### src/rtl/video_out_pkg.sv
// Shared types and sizing helpers for the video output stage.
// The optional test-pattern source is enabled with VIDEO_TEST_PATTERN_EN.
package video_out_pkg;

    typedef enum logic [1:0] {
        VBLANK = 2'd0,
        ACTIVE = 2'd1,
        HBLANK = 2'd2
    } state_t;

    localparam int unsigned PIX_W_DEF = 8;
    localparam int unsigned FCNT_W    = 16;

    typedef logic [PIX_W_DEF-1:0] pixel_t;

    // Bits needed to hold 0..max_val, never narrower than one bit.
    function automatic int unsigned cnt_w(input int unsigned max_val);
        return (max_val < 32'd1) ? 32'd1 : 32'($clog2(max_val + 32'd1));
    endfunction

endpackage

### src/rtl/video_timing_cnt.sv
// Column, line and blanking counters with terminal-count flags, stepped by the FSM state.
// Exposes col/line only when VIDEO_TEST_PATTERN_EN is defined.
module video_timing_cnt
    import video_out_pkg::*;
#(
    parameter int unsigned WIDTH   = 640,
    parameter int unsigned HEIGHT  = 480,
    parameter int unsigned H_BLANK = 160,
    parameter int unsigned V_BLANK = 32000
) (
    input  logic   clk,
    input  logic   nRST,
    input  logic   pix_en,
    input  state_t state,
    output logic   col_last_c,
    output logic   line_last_c,
    output logic   h_last_c,
    output logic   v_done_c
`ifdef VIDEO_TEST_PATTERN_EN
    ,
    output logic [cnt_w(WIDTH-1)-1:0]  col,
    output logic [cnt_w(HEIGHT-1)-1:0] line
`endif
);

    localparam int unsigned COL_W  = cnt_w(WIDTH - 1);
    localparam int unsigned LINE_W = cnt_w(HEIGHT - 1);
    localparam int unsigned H_W    = cnt_w(H_BLANK - 1);
    localparam int unsigned V_W    = cnt_w(V_BLANK);

    logic [COL_W-1:0]  col_q;
    logic [LINE_W-1:0] line_q;
    logic [H_W-1:0]    hcnt_q;
    logic [V_W-1:0]    vcnt_q;

    assign col_last_c  = (col_q == COL_W'(WIDTH - 1));
    assign line_last_c = (line_q == LINE_W'(HEIGHT - 1));
    assign h_last_c    = (hcnt_q == H_W'(H_BLANK - 1));
    assign v_done_c    = (vcnt_q == V_W'(V_BLANK));

`ifdef VIDEO_TEST_PATTERN_EN
    assign col  = col_q;
    assign line = line_q;
`endif

    // Counters not owned by the current state are parked at zero so each state starts clean.
    always_ff @(posedge clk or negedge nRST) begin
        if (!nRST) begin
            col_q  <= '0;
            line_q <= '0;
            hcnt_q <= '0;
            vcnt_q <= '0;
        end else if (pix_en) begin
            unique case (state)
                VBLANK: begin
                    col_q  <= '0;
                    line_q <= '0;
                    hcnt_q <= '0;
                    if (!v_done_c) vcnt_q <= vcnt_q + V_W'(1);
                end
                ACTIVE: begin
                    vcnt_q <= '0;
                    hcnt_q <= '0;
                    col_q  <= col_last_c ? '0 : col_q + COL_W'(1);
                    if (col_last_c) line_q <= line_last_c ? '0 : line_q + LINE_W'(1);
                end
                HBLANK: begin
                    hcnt_q <= h_last_c ? '0 : hcnt_q + H_W'(1);
                end
                default: begin
                    col_q  <= '0;
                    line_q <= '0;
                    hcnt_q <= '0;
                    vcnt_q <= '0;
                end
            endcase
        end
    end

endmodule

### src/rtl/video_stream_gen.sv
// Pops pixels from a show-ahead fifo and emits a frame_valid/line_valid pixel stream.
// Define VIDEO_TEST_PATTERN_EN to add the test_mode input and (col+line) pattern source.
module video_stream_gen
    import video_out_pkg::*;
#(
    parameter int unsigned      PIX_W         = PIX_W_DEF,
    parameter int unsigned      WIDTH         = 640,
    parameter int unsigned      HEIGHT        = 480,
    parameter int unsigned      H_BLANK       = 160,
    parameter int unsigned      V_BLANK       = 32000,
    parameter logic [PIX_W-1:0] UNDERFLOW_PIX = '0
) (
    input  logic              clk,
    input  logic              nRST,
    input  logic              pix_en,
    output logic              r_ack,
    input  logic [PIX_W-1:0]  pixel_in,
    input  logic              nb_pack_available,
`ifdef VIDEO_TEST_PATTERN_EN
    input  logic              test_mode,
`endif
    output logic [PIX_W-1:0]  pixel_out,
    output logic              frame_valid,
    output logic              line_valid,
    output logic              underflow,
    output logic [FCNT_W-1:0] frame_cnt
);

    state_t state_q, state_d;
    logic   col_last_c, line_last_c, h_last_c, v_done_c;
    logic   start_ok_c;
    logic   tm_q;
    logic [PIX_W-1:0] pat_pix_c;

`ifdef VIDEO_TEST_PATTERN_EN
    localparam int unsigned COL_W  = cnt_w(WIDTH - 1);
    localparam int unsigned LINE_W = cnt_w(HEIGHT - 1);

    logic [COL_W-1:0]  col;
    logic [LINE_W-1:0] line;

    assign start_ok_c = nb_pack_available | test_mode;
    assign pat_pix_c  = PIX_W'(32'(col) + 32'(line));

    // Pattern mode is latched as the frame begins and held until the next VBLANK exit.
    always_ff @(posedge clk or negedge nRST) begin
        if (!nRST) begin
            tm_q <= 1'b0;
        end else if (pix_en && state_q == VBLANK && v_done_c && start_ok_c) begin
            tm_q <= test_mode;
        end
    end
`else
    assign start_ok_c = nb_pack_available;
    assign tm_q       = 1'b0;
    assign pat_pix_c  = '0;
`endif

    video_timing_cnt #(
        .WIDTH   (WIDTH),
        .HEIGHT  (HEIGHT),
        .H_BLANK (H_BLANK),
        .V_BLANK (V_BLANK)
    ) u_timing (
        .clk         (clk),
        .nRST        (nRST),
        .pix_en      (pix_en),
        .state       (state_q),
        .col_last_c  (col_last_c),
        .line_last_c (line_last_c),
        .h_last_c    (h_last_c),
        .v_done_c    (v_done_c)
`ifdef VIDEO_TEST_PATTERN_EN
        ,
        .col         (col),
        .line        (line)
`endif
    );

    always_ff @(posedge clk or negedge nRST) begin
        if (!nRST) state_q <= VBLANK;
        else       state_q <= state_d;
    end

    always_comb begin
        state_d = state_q;
        if (pix_en) begin
            unique case (state_q)
                VBLANK:  if (v_done_c && start_ok_c) state_d = ACTIVE;
                ACTIVE:  if (col_last_c) state_d = line_last_c ? VBLANK : HBLANK;
                HBLANK:  if (h_last_c) state_d = ACTIVE;
                default: state_d = VBLANK;
            endcase
        end
    end

    // A starved tick still occupies its pixel slot, so pop only when data is really there.
    assign r_ack = (state_q == ACTIVE) & pix_en & nb_pack_available & ~tm_q;

    always_ff @(posedge clk or negedge nRST) begin
        if (!nRST) begin
            pixel_out   <= '0;
            frame_valid <= 1'b0;
            line_valid  <= 1'b0;
            underflow   <= 1'b0;
            frame_cnt   <= '0;
        end else if (pix_en) begin
            unique case (state_q)
                ACTIVE: begin
                    line_valid  <= 1'b1;
                    frame_valid <= 1'b1;
                    if (tm_q) begin
                        pixel_out <= pat_pix_c;
                    end else if (nb_pack_available) begin
                        pixel_out <= pixel_in;
                    end else begin
                        pixel_out <= UNDERFLOW_PIX;
                        underflow <= 1'b1;
                    end
                    if (col_last_c && line_last_c) frame_cnt <= frame_cnt + FCNT_W'(1);
                end
                HBLANK: begin
                    line_valid  <= 1'b0;
                    frame_valid <= 1'b1;
                end
                default: begin
                    line_valid  <= 1'b0;
                    frame_valid <= 1'b0;
                end
            endcase
        end
    end

endmodule

### config.mk
export PLATFORM = sky130hd
export DESIGN_NAME = video_stream_gen
export DESIGN_NICKNAME = d
export VERILOG_FILES = /design/src/rtl/video_out_pkg.sv /design/src/rtl/video_timing_cnt.sv /design/src/rtl/video_stream_gen.sv
export SDC_FILE = /design/constraint.sdc
export NUM_CORES = 1
export LEC_CHECK = 0
export ABC_CLOCK_PERIOD_IN_PS = 5500
export BUFFER_PORTS_ARGS = -buffer_cell sky130_fd_sc_hd__clkbuf_2
export CAP_MARGIN = 0
export CORE_MARGIN = 3
export CORE_UTILIZATION = 30
export DETAILED_ROUTE_END_ITERATION = 6
export HOLD_SLACK_MARGIN = 0.03
export PLACE_DENSITY_LB_ADDON = 0.12
export SLEW_MARGIN = 20
export SYNTH_ARGS = -nofsm -noshare
export SYNTH_HDL_FRONTEND = slang
export SYNTH_SLANG_ARGS = --single-unit
### constraint.sdc
create_clock -name clk -period 5.5 [get_ports clk]
set_input_delay 0.825 -clock clk [delete_from_list [all_inputs] [get_ports clk]]
set_output_delay 0.825 -clock clk [all_outputs]
set_load 0.05 [all_outputs]
==> results of run 1 <==
[power by group through the flow]
stage / registers (mW) / clock network [mW] / logic (mW)
5_1_grt: 0.578 / 0.723 / 0.110
3_5_place_dp: 0.583 / 0 / 0.0947
4_1_cts: 0.574 / 0.700 / 0.0955
3_3_place_gp: 0.583 / 0 / 0.0946
2_1_floorplan: 0.575 / 0 / 0.0665
6_report: 0.574 / 0.682 / 0.0929
[path summary, 6_finish.rpt]
| kind | to | depth (start not counted) |
|---|---|---|
| worst max register to register | u_timing.vcnt_q[13] | 7 |
| worst max-delay path | u_timing.vcnt_q[13] | 6 |
| worst min register to register | frame_cnt[15] | 1 |
| max in group asynchronous | pixel_out[3] | 1 |
| worst min-delay path | frame_cnt[15] | 1 |
| min in group asynchronous | frame_cnt[9] | 1 |
[cell usage in the layout, fill, tap and decap left out, types with 2 or more instances in the layout]
cell	count
mux2i_1	3
a21oi_1	7
xnor2_1	12
nand2_1	47
a22o_1	10
a21o_1	2
nor2_1	29
o21ai_0	28
inv_1	20
nor4_1	3
and4_1	2
or4_4	2
nand3_1	23
dfrtp_1	71
bufinv_16	3
o22ai_1	5
o31ai_1	8
nand2b_1	5
ha_1	10
nand4_1	15
mux2_2	4
nor3_1	7
or4_1	3
nand4_2	2
nor4_4	2
nor2b_1	4
clkbuf_2	38
xor2_1	13
a31oi_1	3
and2_1	2
or3_1	4
o21ai_1	2
clkbuf_16	9
and3_1	5
[cell type report]
cell class	count	area, um^2	area share
sequential	71	1780	0.412
multi-input combinational	274	1740	0.403
clock buffer	9	225	0.0522
timing repair buffer	39	198	0.0459
tap	143	179	0.0415
clock inverter	7	120	0.0279
inverter	20	75.1	0.0174
[kinds of logic after synthesis]
| group | after synthesis |
|---|---|
| XOR/XNOR | 26 |
| adder cells (fa/ha/maj) | 10 |
| AO/OA/AOI/OAI | 69 |
| multiplexers | 8 |
| flip-flops | 71 |
| AND/OR/NAND/NOR | 161 |
| buffers and inverters | 32 |
[flip-flops by register name, summed over array words and instances (netlist names)]
register and cells:
pixel_out 8, frame_valid 1, line_valid 1, underflow 1
u_timing.line_q 9, state_q 2, u_timing.col_q 10, u_timing.vcnt_q 15
u_timing.hcnt_q 8, frame_cnt 16
[per-layer routing]
layer  GRT usage  part of all wire  up-vias
met4      0.0727             0.025        0
met3      0.0254             0.034       13
met2       0.194              0.43       46
li1            -                 -     1412
met1       0.172              0.51     1384
met5           0                 0        -
==> summary.txt, run 1 <==
Power
  • Psw: 0.323 mW
  • Power Dens Cells: around 310 nW/um^2
  • Lkg Pwr: 1.99 nW
  • Share of total power in sequential cells: 0.426
  • Combinational Power Share: 0.069
  • Maximum vdd ir drop: roughly 120 uV
  • Pint: 1.03 mW
  • Clock share of power: 0.505
  • Sw Share: 0.239
  • Power Total: 1.35 mW

Critical path
  • Setup crit end kind: register
  • Startpoint Class: input pin
  • Crit path cell chain: clkbuf_2 -> nor2b_1 -> nand3_1 -> nor4_1 -> xnor2_1 -> nor2_1
  • CP max stage cell: nor2b_1
  • Critical Path RT: 5.71 ns
  • CP arrival: roughly 2.9 ns
  • Slowest cell delay on critical path: 0.79 ns
  • Reg2reg start: state_q[0]
  • Crit path launch: pix_en
  • Critical path class: in2reg
  • Crit-path max FO: 19
  • Reg2Reg Setup Slack: 2.82 ns
  • Top delay family on crit path: simple AND/OR/NAND/NOR gates
  • Buf/Inv on CP: 1

Placement
  • Placer congestion estimate: around 0.75
  • Area of placed instances: slightly below 4000 um^2
  • HPWL after DPL: 5400 um
  • Placed Instances: 547
  • Setup WS pre-CTS: 2.41 ns
  • Port bufs: 39

Clocking
  • H-tree levels: 3
  • Post_cts resized: 0
  • CTS max path bufs: 2
  • CTS tree: done
  • # hold bufs at CTS: 0
  • # Post-CTS Setup Buffers: 0
  • Worst-Skew Late Latency: between 0.3 and 0.4 ns
  • Number of clock sinks: 71
  • Clock transition at the registers of the reported paths: 0.06 ns
  • Root Driver: clkbuf_16
  • Cts bufs inserted: 9

Global routing
  • First-pass GRT wire length: 13500 um
  • Gr ovfl total: 0
  • Largest net degree at the start of global routing: between 70 and 80
  • GRT Total Usage: 0.128
  • Number of global-route vias before repair: 2741
  • Initial antenna violation count: 0

Logic synthesis
  • Post-synth EDFFs: 0
  • Synth Area in XOR/XNOR: 0.0646
  • Syn nets: 399
  • Most frequent cell after synthesis: dfrtp_1
  • Synthesized area per cell: 9.65 um^2
  • Synth warn: 0
  • Post-Synth Adder-Cell Area: 0.0344
  • Synth area leader: dfrtp_1
  • Synth top area cells: dfrtp_1 49%, nand2_1 4.8%, o21ai_0 3.9%
  • Synth Area in Compound Gates: 0.119
  • Synth Area in Simple Gates: 0.236
  • Cell variety after synth: 46
  • Sequential area share after synthesis: 0.488
  • Post-Syn Area: ~3600 um^2
  • Fraction of registers with async set/reset: 1.00
  • Mux contribution to synthesized area: 0.0237
  • Largest family of logic cells by synthesized area: simple AND/OR/NAND/NOR gates
  • Synth top cells by count: 71 x dfrtp_1, 47 x nand2_1, 29 x nor2_1
  • Synth Flop Type: dfrtp_1
  • Post-synthesis cell count: between 300 and 400
  • Synthesized flop and latch total: 71
  • Post-synth top area share: 0.488

Drt
  • Initial drt markers: 121
  • Final WL: 8000 um
  • DRT Pass-1 Iters: 4
  • Routed Antenna Nets: 0
  • DR vias: 2855
  • Drt wl/cell: 14.2 um
  • Post-route DRC: 0
  • Via density: 5.07

Finish
  • Layout Nets: 437
  • Share of layout cells above drive strength 1: 0.164
  • # diodes: 0
  • Fin area: 4310 um^2
  • Fin util: 0.371
  • Final non-filler cell total: 563
  • Area growth syn-to-layout: 18.5%
  • Fill count: 1160

STA
  • Clock Skews: 0.00764 ns
  • Max Slew Vio Count: 0
  • Worst slew margin: 0.364
  • RSZ-0062 raised after global routing: false
  • Period minus WS final: 2.73 ns
  • Final setup margin: 2.77 ns
  • Part of the cycle the worst path needs: 0.496
  • Final Hold Fails: 0
  • Final setup violation count: 0
  • Worst slew pin tran: 0.946 ns
  • Max Clk Rate: 367 MHz
  • Setup total negative slack: 0 ns
  • Hold slack final: 0.463 ns

Flow run
  • Total of max-cap violations: 0

Min path
  • Worst hold path type: reg2reg
  • Min-Delay Startpoint: frame_cnt[15]

Die
  • Die height: around 120 um
  • Initial Util: 0.313
  • I/O pins: 40
  • Core Rows: 39
  • Die ar.: 13500 um^2
  • Core area: around 12000 um^2
  • DIE WIDTH: approximately 120 um

Outcome
  • Status: finished clean
No activity file was read; power rests on OpenSTA's default activity.
==> inputs of run 2 (changes only) <==
--- a/config.mk
+++ b/config.mk
@@ -5,7 +5,7 @@
 export SDC_FILE = /design/constraint.sdc
 export NUM_CORES = 1
 export LEC_CHECK = 0
-export ABC_CLOCK_PERIOD_IN_PS = 5500
+export ABC_CLOCK_PERIOD_IN_PS = 2200
 export BUFFER_PORTS_ARGS = -buffer_cell sky130_fd_sc_hd__clkbuf_2
 export CAP_MARGIN = 0
 export CORE_MARGIN = 3
==> constraint.sdc (replaced) <==
create_clock -name clk -period 2.2 [get_ports clk]
set_input_delay 0.33 -clock clk [delete_from_list [all_inputs] [get_ports clk]]
set_output_delay 0.33 -clock clk [all_outputs]
set_load 0.05 [all_outputs]
==> run 2 against run 1 <==
Sequential power increased by 150%. Critical endpoint is now frame_cnt[14]. Largest cell class unchanged. Total power up 150%. Via count grew 1.3%. Design area up 3.5%. Cell count up 3.2%.
==> summary.txt, run 2 (synthesis gave the netlist of run 1 again) <==
Outcome
  • Status: finished clean

Finish
  • # diodes: 0 (unchanged)
  • Area occupied by multi-input gates: 1740 um^2 (+0.14%)
  • Number of flip-flops in the largest register: 16 (unchanged)
  • Reg area: 1780 um^2 (unchanged)
  • Area growth syn-to-layout: 22.7%
  • Commonest non-fill, non-tap cell in the layout: dfrtp_1
  • Share of layout cells above drive strength 1: 0.199 (+0.0343)
  • Most frequent cells in the layout: 71 x dfrtp_1, 47 x nand2_1, 38 x clkbuf_2
  • Layout Nets: 455 (+4.1%)
  • Regs by FF count: frame_cnt (16), u_timing.vcnt_q (15), u_timing.col_q (10)
  • Final non-filler cell total: 581 (+3.2%)
  • Top reg by flops: frame_cnt
  • Fill count: 1174 (+1.2%)

Die
  • DIE WIDTH: 116 um (unchanged)
  • Core Rows: 39 (unchanged)
  • Initial Util: 0.313 (unchanged)
  • Die height: 116 um (unchanged)
  • I/O pins: 40 (unchanged)
  • Die ar.: 13500 um^2 (unchanged)
  • Core area: 11600 um^2 (unchanged)

Min path
  • Hold path depth: 3 (+2)
  • Hold Path Sink: pixel_out[7]
  • Worst hold path type: in2reg
  • Min-Delay Startpoint: pixel_in[7]

Clocking
  • # Post-CTS Setup Buffers: 0 (unchanged)
  • H-tree levels: 3 (unchanged)
  • Worst-Skew Late Latency: 0.35 ns (about the same)
  • CTS max path bufs: 2 (unchanged)
  • Clock transition at the registers of the reported paths: 0.06 ns (about the same)
  • Number of clock sinks: 71 (unchanged)
  • Cts bufs inserted: 9 (unchanged)
  • Root Driver: clkbuf_16
  • CTS tree: done

Drt
  • DRT Pass-1 Iters: 4 (unchanged)
  • Final WL: 8230 um (+2.9%)
  • Initial drt markers: 151 (+25%)
  • Routed Antenna Nets: 0 (unchanged)
  • DR vias: 2892 (+1.3%)
  • Drt wl/cell: 14.2 um (-0.30%)
  • Via density: 4.98 (-1.8%)
  • Post-route DRC: 0 (unchanged)

Critical path
  • Startpoint Class: register
  • Reg2Reg Setup Slack: 0.11 ns (-2.71 ns)
  • Critical Path RT: 2.43 ns (-3.28 ns)
  • Critical path class: reg2reg
  • CP arrival: 2.33 ns (-0.61 ns)
  • Setup crit end kind: register
  • Crit-path max FO: 5 (-14)
  • Reg2reg start: u_timing.line_q[0]
  • Crit path cell chain: ha_1 -> nand3_1 -> nor4_4 -> nand4_2 -> or4_4 -> xnor2_2
  • Slowest cell delay on critical path: 0.52 ns (-0.27 ns)
  • Reg-to-reg critical path endpoint: frame_cnt[14]
  • Worst R2R Path Depth: 6 (-1)
  • CP max stage cell: or4_4

STA
  • Max Clk Rate: 477 MHz
  • Final setup violation count: 0 (unchanged)
  • Max Slew Vio Count: 0 (unchanged)
  • Clock Skews: 0.00802 ns (+0.000384 ns)
  • Final Hold Fails: 0 (unchanged)
  • Part of the cycle the worst path needs: 0.952
  • Period minus WS final: 2.09 ns
  • Worst slew pin tran: 0.417 ns (-0.528 ns)
  • Worst slew margin: 0.718 (+0.354)
  • Setup total negative slack: 0 ns (unchanged)
  • RSZ-0062 raised after global routing: false

Power
  • Power Dens Cells: 744 nW/um^2 (+140%)
  • Clock share of power: 0.492 (-0.013)
  • Sw Share: 0.240 (+0.00109)
  • Lkg Pwr: 2.07 nW (+4.3%)
  • Combinational Power Share: 0.076 (+0.007)
  • Share of total power in sequential cells: 0.432 (+0.006)
  • Pint: 2.52 mW (+150%)
  • Maximum vdd ir drop: 300 uV (+140%)
  • Psw: 0.798 mW (+150%)

Global routing
  • First-pass GRT wire length: 13900 um (+2.9%)
  • Gr ovfl total: 0 (unchanged)
  • Largest net degree at the start of global routing: 44 (-39%)
  • Number of global-route vias before repair: 2677 (-2.3%)
  • Initial antenna violation count: 0 (unchanged)
  • GRT Total Usage: 0.134 (+0.00535)

Flow run
  • Total of max-cap violations: 0 (unchanged)

Placement
  • Placed Instances: 564 (+3.1%)
  • Port bufs: 39 (unchanged)
  • Placer congestion estimate: 0.746 (about the same)
  • HPWL after DPL: 5740 um (+6.3%)
-- run 2: changes by cell type in the layout (fill, tap and decap cells not counted), sizes merged --
| cell | before | now |
|---|---|---|
| buf | 1 | 18 |
| clkbuf | 47 | 49 |
| bufinv | 3 | 2 |
| clkinv | 2 | 1 |
| clkinvlp | 1 | 2 |
| dlygate4sd3 | 0 | 1 |
| inv | 21 | 20 |
-- run 2: power groups by stage --
stage	logic (mW)	clock network (mW)	registers, mW
3_5_place_dp	0.255	0	1.46
2_1_floorplan	0.166	0	1.44
4_1_cts	0.259	1.68	1.43
5_1_grt	0.293	1.75	1.45
3_3_place_gp	0.253	0	1.46
6_report	0.252	1.64	1.43
-- run 2: worst max path at each step --
stage | startpoint | to | slack, ns | depth (start not counted)
detailed placement | u_timing.line_q[0] | frame_cnt[14] | 0.09 | 6
global route | u_timing.line_q[0] | frame_cnt[14] | 0.001 | 6
global placement | u_timing.line_q[0] | frame_cnt[14] | 0.14 | 6
floorplan | u_timing.col_q[0] | frame_cnt[14] | 0.18 | 6
CTS | u_timing.line_q[0] | frame_cnt[14] | 0.09 | 6
finish | u_timing.line_q[0] | frame_cnt[14] | 0.11 | 6
-- run 2: repair_timing --
action                                  CTS  global route
endpoints found under the setup margin    0             4
endpoints found under the hold margin    28             0
hold buffers                              1             0
gates resized for setup                   0             1
-- run 2: per-stage QoR --
step,power (mW),setup slack [ns],utilization,area [um^2],hold WS (ns)
after detailed placement,1.71,0.0869,0.355,4120,0.290
after global routing,3.49,0.00127,0.384,4460,0.233
after global placement,1.71,0.135,0.355,4120,0.293
final,3.32,0.106,0.384,4460,0.212
after floorplan,1.60,0.182,-,3640,0.0344
after CTS,3.37,0.0868,0.384,4460,0.202
-- run 2: worst max-delay path, delay by kind of cell (launching register included) --
family | cells | cell delay, ns
flops | 1 | 0.39
simple gates | 4 | 1.23
xor+xnor | 1 | 0.14
fa+ha+maj | 1 | 0.22
-- run 2: routing by layer --
layer | wire [um] | global-route usage | vias up | share of wire
met4 | 189 | 0.0719 | 0 | 0.023
met2 | 3480 | 0.185 | 60 | 0.42
met3 | 311 | 0.0311 | 13 | 0.038
met5 | 0 | 0 | - | 0
li1 | - | - | 1450 | -
met1 | 4250 | 0.192 | 1369 | 0.52
-- run 2: area by class of cell --
| type | count | area share |
|---|---|---|
| Multi-Input combinational cell | 274 | 0.390 |
| Timing Repair Buffer | 57 | 0.0807 |
| Clock inverter | 5 | 0.0179 |
| Tap cell | 143 | 0.0401 |
| Inverter | 20 | 0.0168 |
| Sequential cell | 71 | 0.398 |
| Clock buffer | 11 | 0.0566 |
==> inputs of run 3 (changes only) <==
--- a/config.mk
+++ b/config.mk
@@ -10,8 +10,10 @@
 export CAP_MARGIN = 0
 export CORE_MARGIN = 3
 export CORE_UTILIZATION = 30
+export CTS_CLUSTER_SIZE = 8
 export DETAILED_ROUTE_END_ITERATION = 6
 export HOLD_SLACK_MARGIN = 0.03
+export MAX_ROUTING_LAYER = met4
 export PLACE_DENSITY_LB_ADDON = 0.12
 export SLEW_MARGIN = 20
 export SYNTH_ARGS = -nofsm -noshare
==> run 3 against run 2 <==
Sequential power about the same. Cell count unchanged. Critical endpoint unchanged. Combinational power about the same. Routed wire length about the same. First-iteration DRC count up 6.0%.
==> summary.txt, run 3 (synthesis gave the netlist of run 1 again) <==
Power
  • Lkg Pwr: 2.07 nW (unchanged)
  • Power Total: 3.32 mW (about the same)
  • Combinational Power Share: 0.076 (about the same)
  • Maximum vdd ir drop: 299 uV (-0.32%)
  • Power Dens Cells: 744 nW/um^2 (about the same)
  • Pint: 2.52 mW (about the same)
  • Sw Share: 0.240 (about the same)
  • Clock share of power: 0.492 (about the same)
  • Psw: 0.799 mW (about the same)
  • Share of total power in sequential cells: 0.432 (about the same)

Critical path
  • Critical Path RT: 2.43 ns (about the same)
  • Crit path launch: u_timing.line_q[0]
  • Startpoint Class: register
  • Crit-path max FO: 5 (unchanged)
  • Setup crit end kind: register
  • CP arrival: 2.33 ns (about the same)
  • Reg2Reg Setup Slack: 0.10 ns (about the same)
  • Reg2reg start: u_timing.line_q[0]
  • Critical path class: reg2reg

Clocking
  • Cts bufs inserted: 9 (unchanged)
  • Number of clock sinks: 71 (unchanged)
  • CTS max path bufs: 2 (unchanged)
  • Worst-Skew Late Latency: 0.35 ns (about the same)
  • Clock transition at the registers of the reported paths: 0.06 ns (about the same)
  • Root Driver: clkbuf_16
  • CTS tree: done
  • H-tree levels: 3 (unchanged)

STA
  • Clock Skews: 0.00789 ns (-0.000138 ns)
  • Period minus WS final: 2.10 ns (+0.00172 ns)
  • Max Slew Vio Count: 0 (unchanged)
  • Final setup violation count: 0 (unchanged)
  • Part of the cycle the worst path needs: 0.953 (about the same)
  • Worst slew pin tran: 0.417 ns (-0.000169 ns)
  • Worst slew margin: 0.718 (about the same)
  • RSZ-0062 raised after global routing: false
  • Setup total negative slack: 0 ns (unchanged)
  • Max Clk Rate: 477 MHz (about the same)
  • Final Hold Fails: 0 (unchanged)

Drt
  • DRT Pass-1 Iters: 5 (+1)
  • Post-route DRC: 0 (unchanged)
  • DR vias: 2904 (+0.41%)
  • Initial drt markers: 160 (+6.0%)
  • Routed Antenna Nets: 0 (unchanged)
  • Drt wl/cell: 14.2 um (about the same)
  • Via density: 5.00 (+0.41%)
  • Final WL: 8240 um (about the same)

Finish
  • Layout Nets: 455 (unchanged)
  • Fin util: 0.384 (unchanged)
  • Share of layout cells above drive strength 1: 0.199 (unchanged)
  • Number of flip-flops in the largest register: 16 (unchanged)
  • Most frequent cells in the layout: 71 x dfrtp_1, 47 x nand2_1, 38 x clkbuf_2
  • Top reg by flops: frame_cnt
  • Commonest non-fill, non-tap cell in the layout: dfrtp_1
  • # diodes: 0 (unchanged)
  • Area growth syn-to-layout: 22.7% (unchanged)
  • Regs by FF count: frame_cnt (16), u_timing.vcnt_q (15), u_timing.col_q (10)

Die
  • Die ar.: 13500 um^2 (unchanged)
  • Core area: 11600 um^2 (unchanged)
  • I/O pins: 40 (unchanged)
  • Core Rows: 39 (unchanged)
  • Initial Util: 0.313 (unchanged)
  • DIE WIDTH: 116 um (unchanged)
  • Die height: 116 um (unchanged)

Min path
  • Worst hold path type: in2reg
  • Min-Delay Startpoint: pixel_in[7]

Flow run
  • Total of max-cap violations: 0 (unchanged)

Global routing
  • Initial antenna violation count: 0 (unchanged)
  • First-pass GRT wire length: 13900 um (unchanged)
  • Number of global-route vias before repair: 2673 (-0.15%)
  • GRT Total Usage: 0.138 (+0.00405)
  • Largest net degree at the start of global routing: 44 (unchanged)
  • Gr ovfl total: 0 (unchanged)

Outcome
  • Status: finished clean

Placement
  • Placer congestion estimate: 0.755 (+1.3%)
  • HPWL after DPL: 5740 um (unchanged)
  • Port bufs: 39 (unchanged)
## run 3: cell counts in the layout (fill, tap and decap cells not counted)
No cell type changed its count.
## run 3: area by class of cell
type	instances	area, um^2
fill	1174	7150
sequential	71	1780
multi-input combinational	274	1740
timing repair buffer	57	360
clock buffer	11	253
tap	143	179
clock inverter	5	80.1
inverter	20	75.1
## run 3: per-stage QoR
| stage | setup WS [ns] | area, um^2 | instances | hold slack (ns) |
|---|---|---|---|---|
| floorplan | 0.182 | 3640 | 377 | 0.0344 |
| global placement | 0.135 | 4120 | 564 | 0.293 |
| detailed placement | 0.0869 | 4120 | 564 | 0.290 |
| CTS | 0.0868 | 4460 | 581 | 0.202 |
| global route | 0.00128 | 4460 | 581 | 0.233 |
| finish | 0.104 | 4460 | 581 | 0.213 |
## run 3: final timing paths
| path | to | cells past startpoint |
|---|---|---|
| max | frame_cnt[14] | 6 |
| min | pixel_out[7] | 3 |
| max reg2reg | frame_cnt[14] | 6 |
| min reg2reg | frame_cnt[15] | 1 |
| max in group asynchronous | u_timing.line_q[3] | 3 |
| min in group asynchronous | frame_cnt[9] | 2 |
## run 3: repair_timing
action,4_1_cts,5_1_grt
hold endpoints to repair,28,0
resized for setup,0,1
setup endpoints to repair,0,4
hold buffers,1,0
setup buffers,0,0
## run 3: per-layer routing
metal  global-route usage  share of wire  wire length, um
met5                    -              0                0
met4               0.0719          0.024              199
met3               0.0311          0.040              330
met2                0.185           0.42             3450
met1                0.192           0.52             4260
## run 3: power groups by stage
stage                     clock network [mW]  registers, mW  logic (mW)
after floorplan                            0           1.44       0.166
after global placement                     0           1.46       0.253
after detailed placement                   0           1.46       0.255
after CTS                               1.68           1.43       0.259
after global routing                    1.75           1.45       0.293
final                                   1.64           1.43       0.252
## run 3: critical path, cell delays in order, from the launching register on
cell	delay [ns]
dfrtp_1	0.39
ha_1	0.22
nand3_1	0.20
nor4_4	0.32
nand4_2	0.19
or4_4	0.52
xnor2_2	0.14
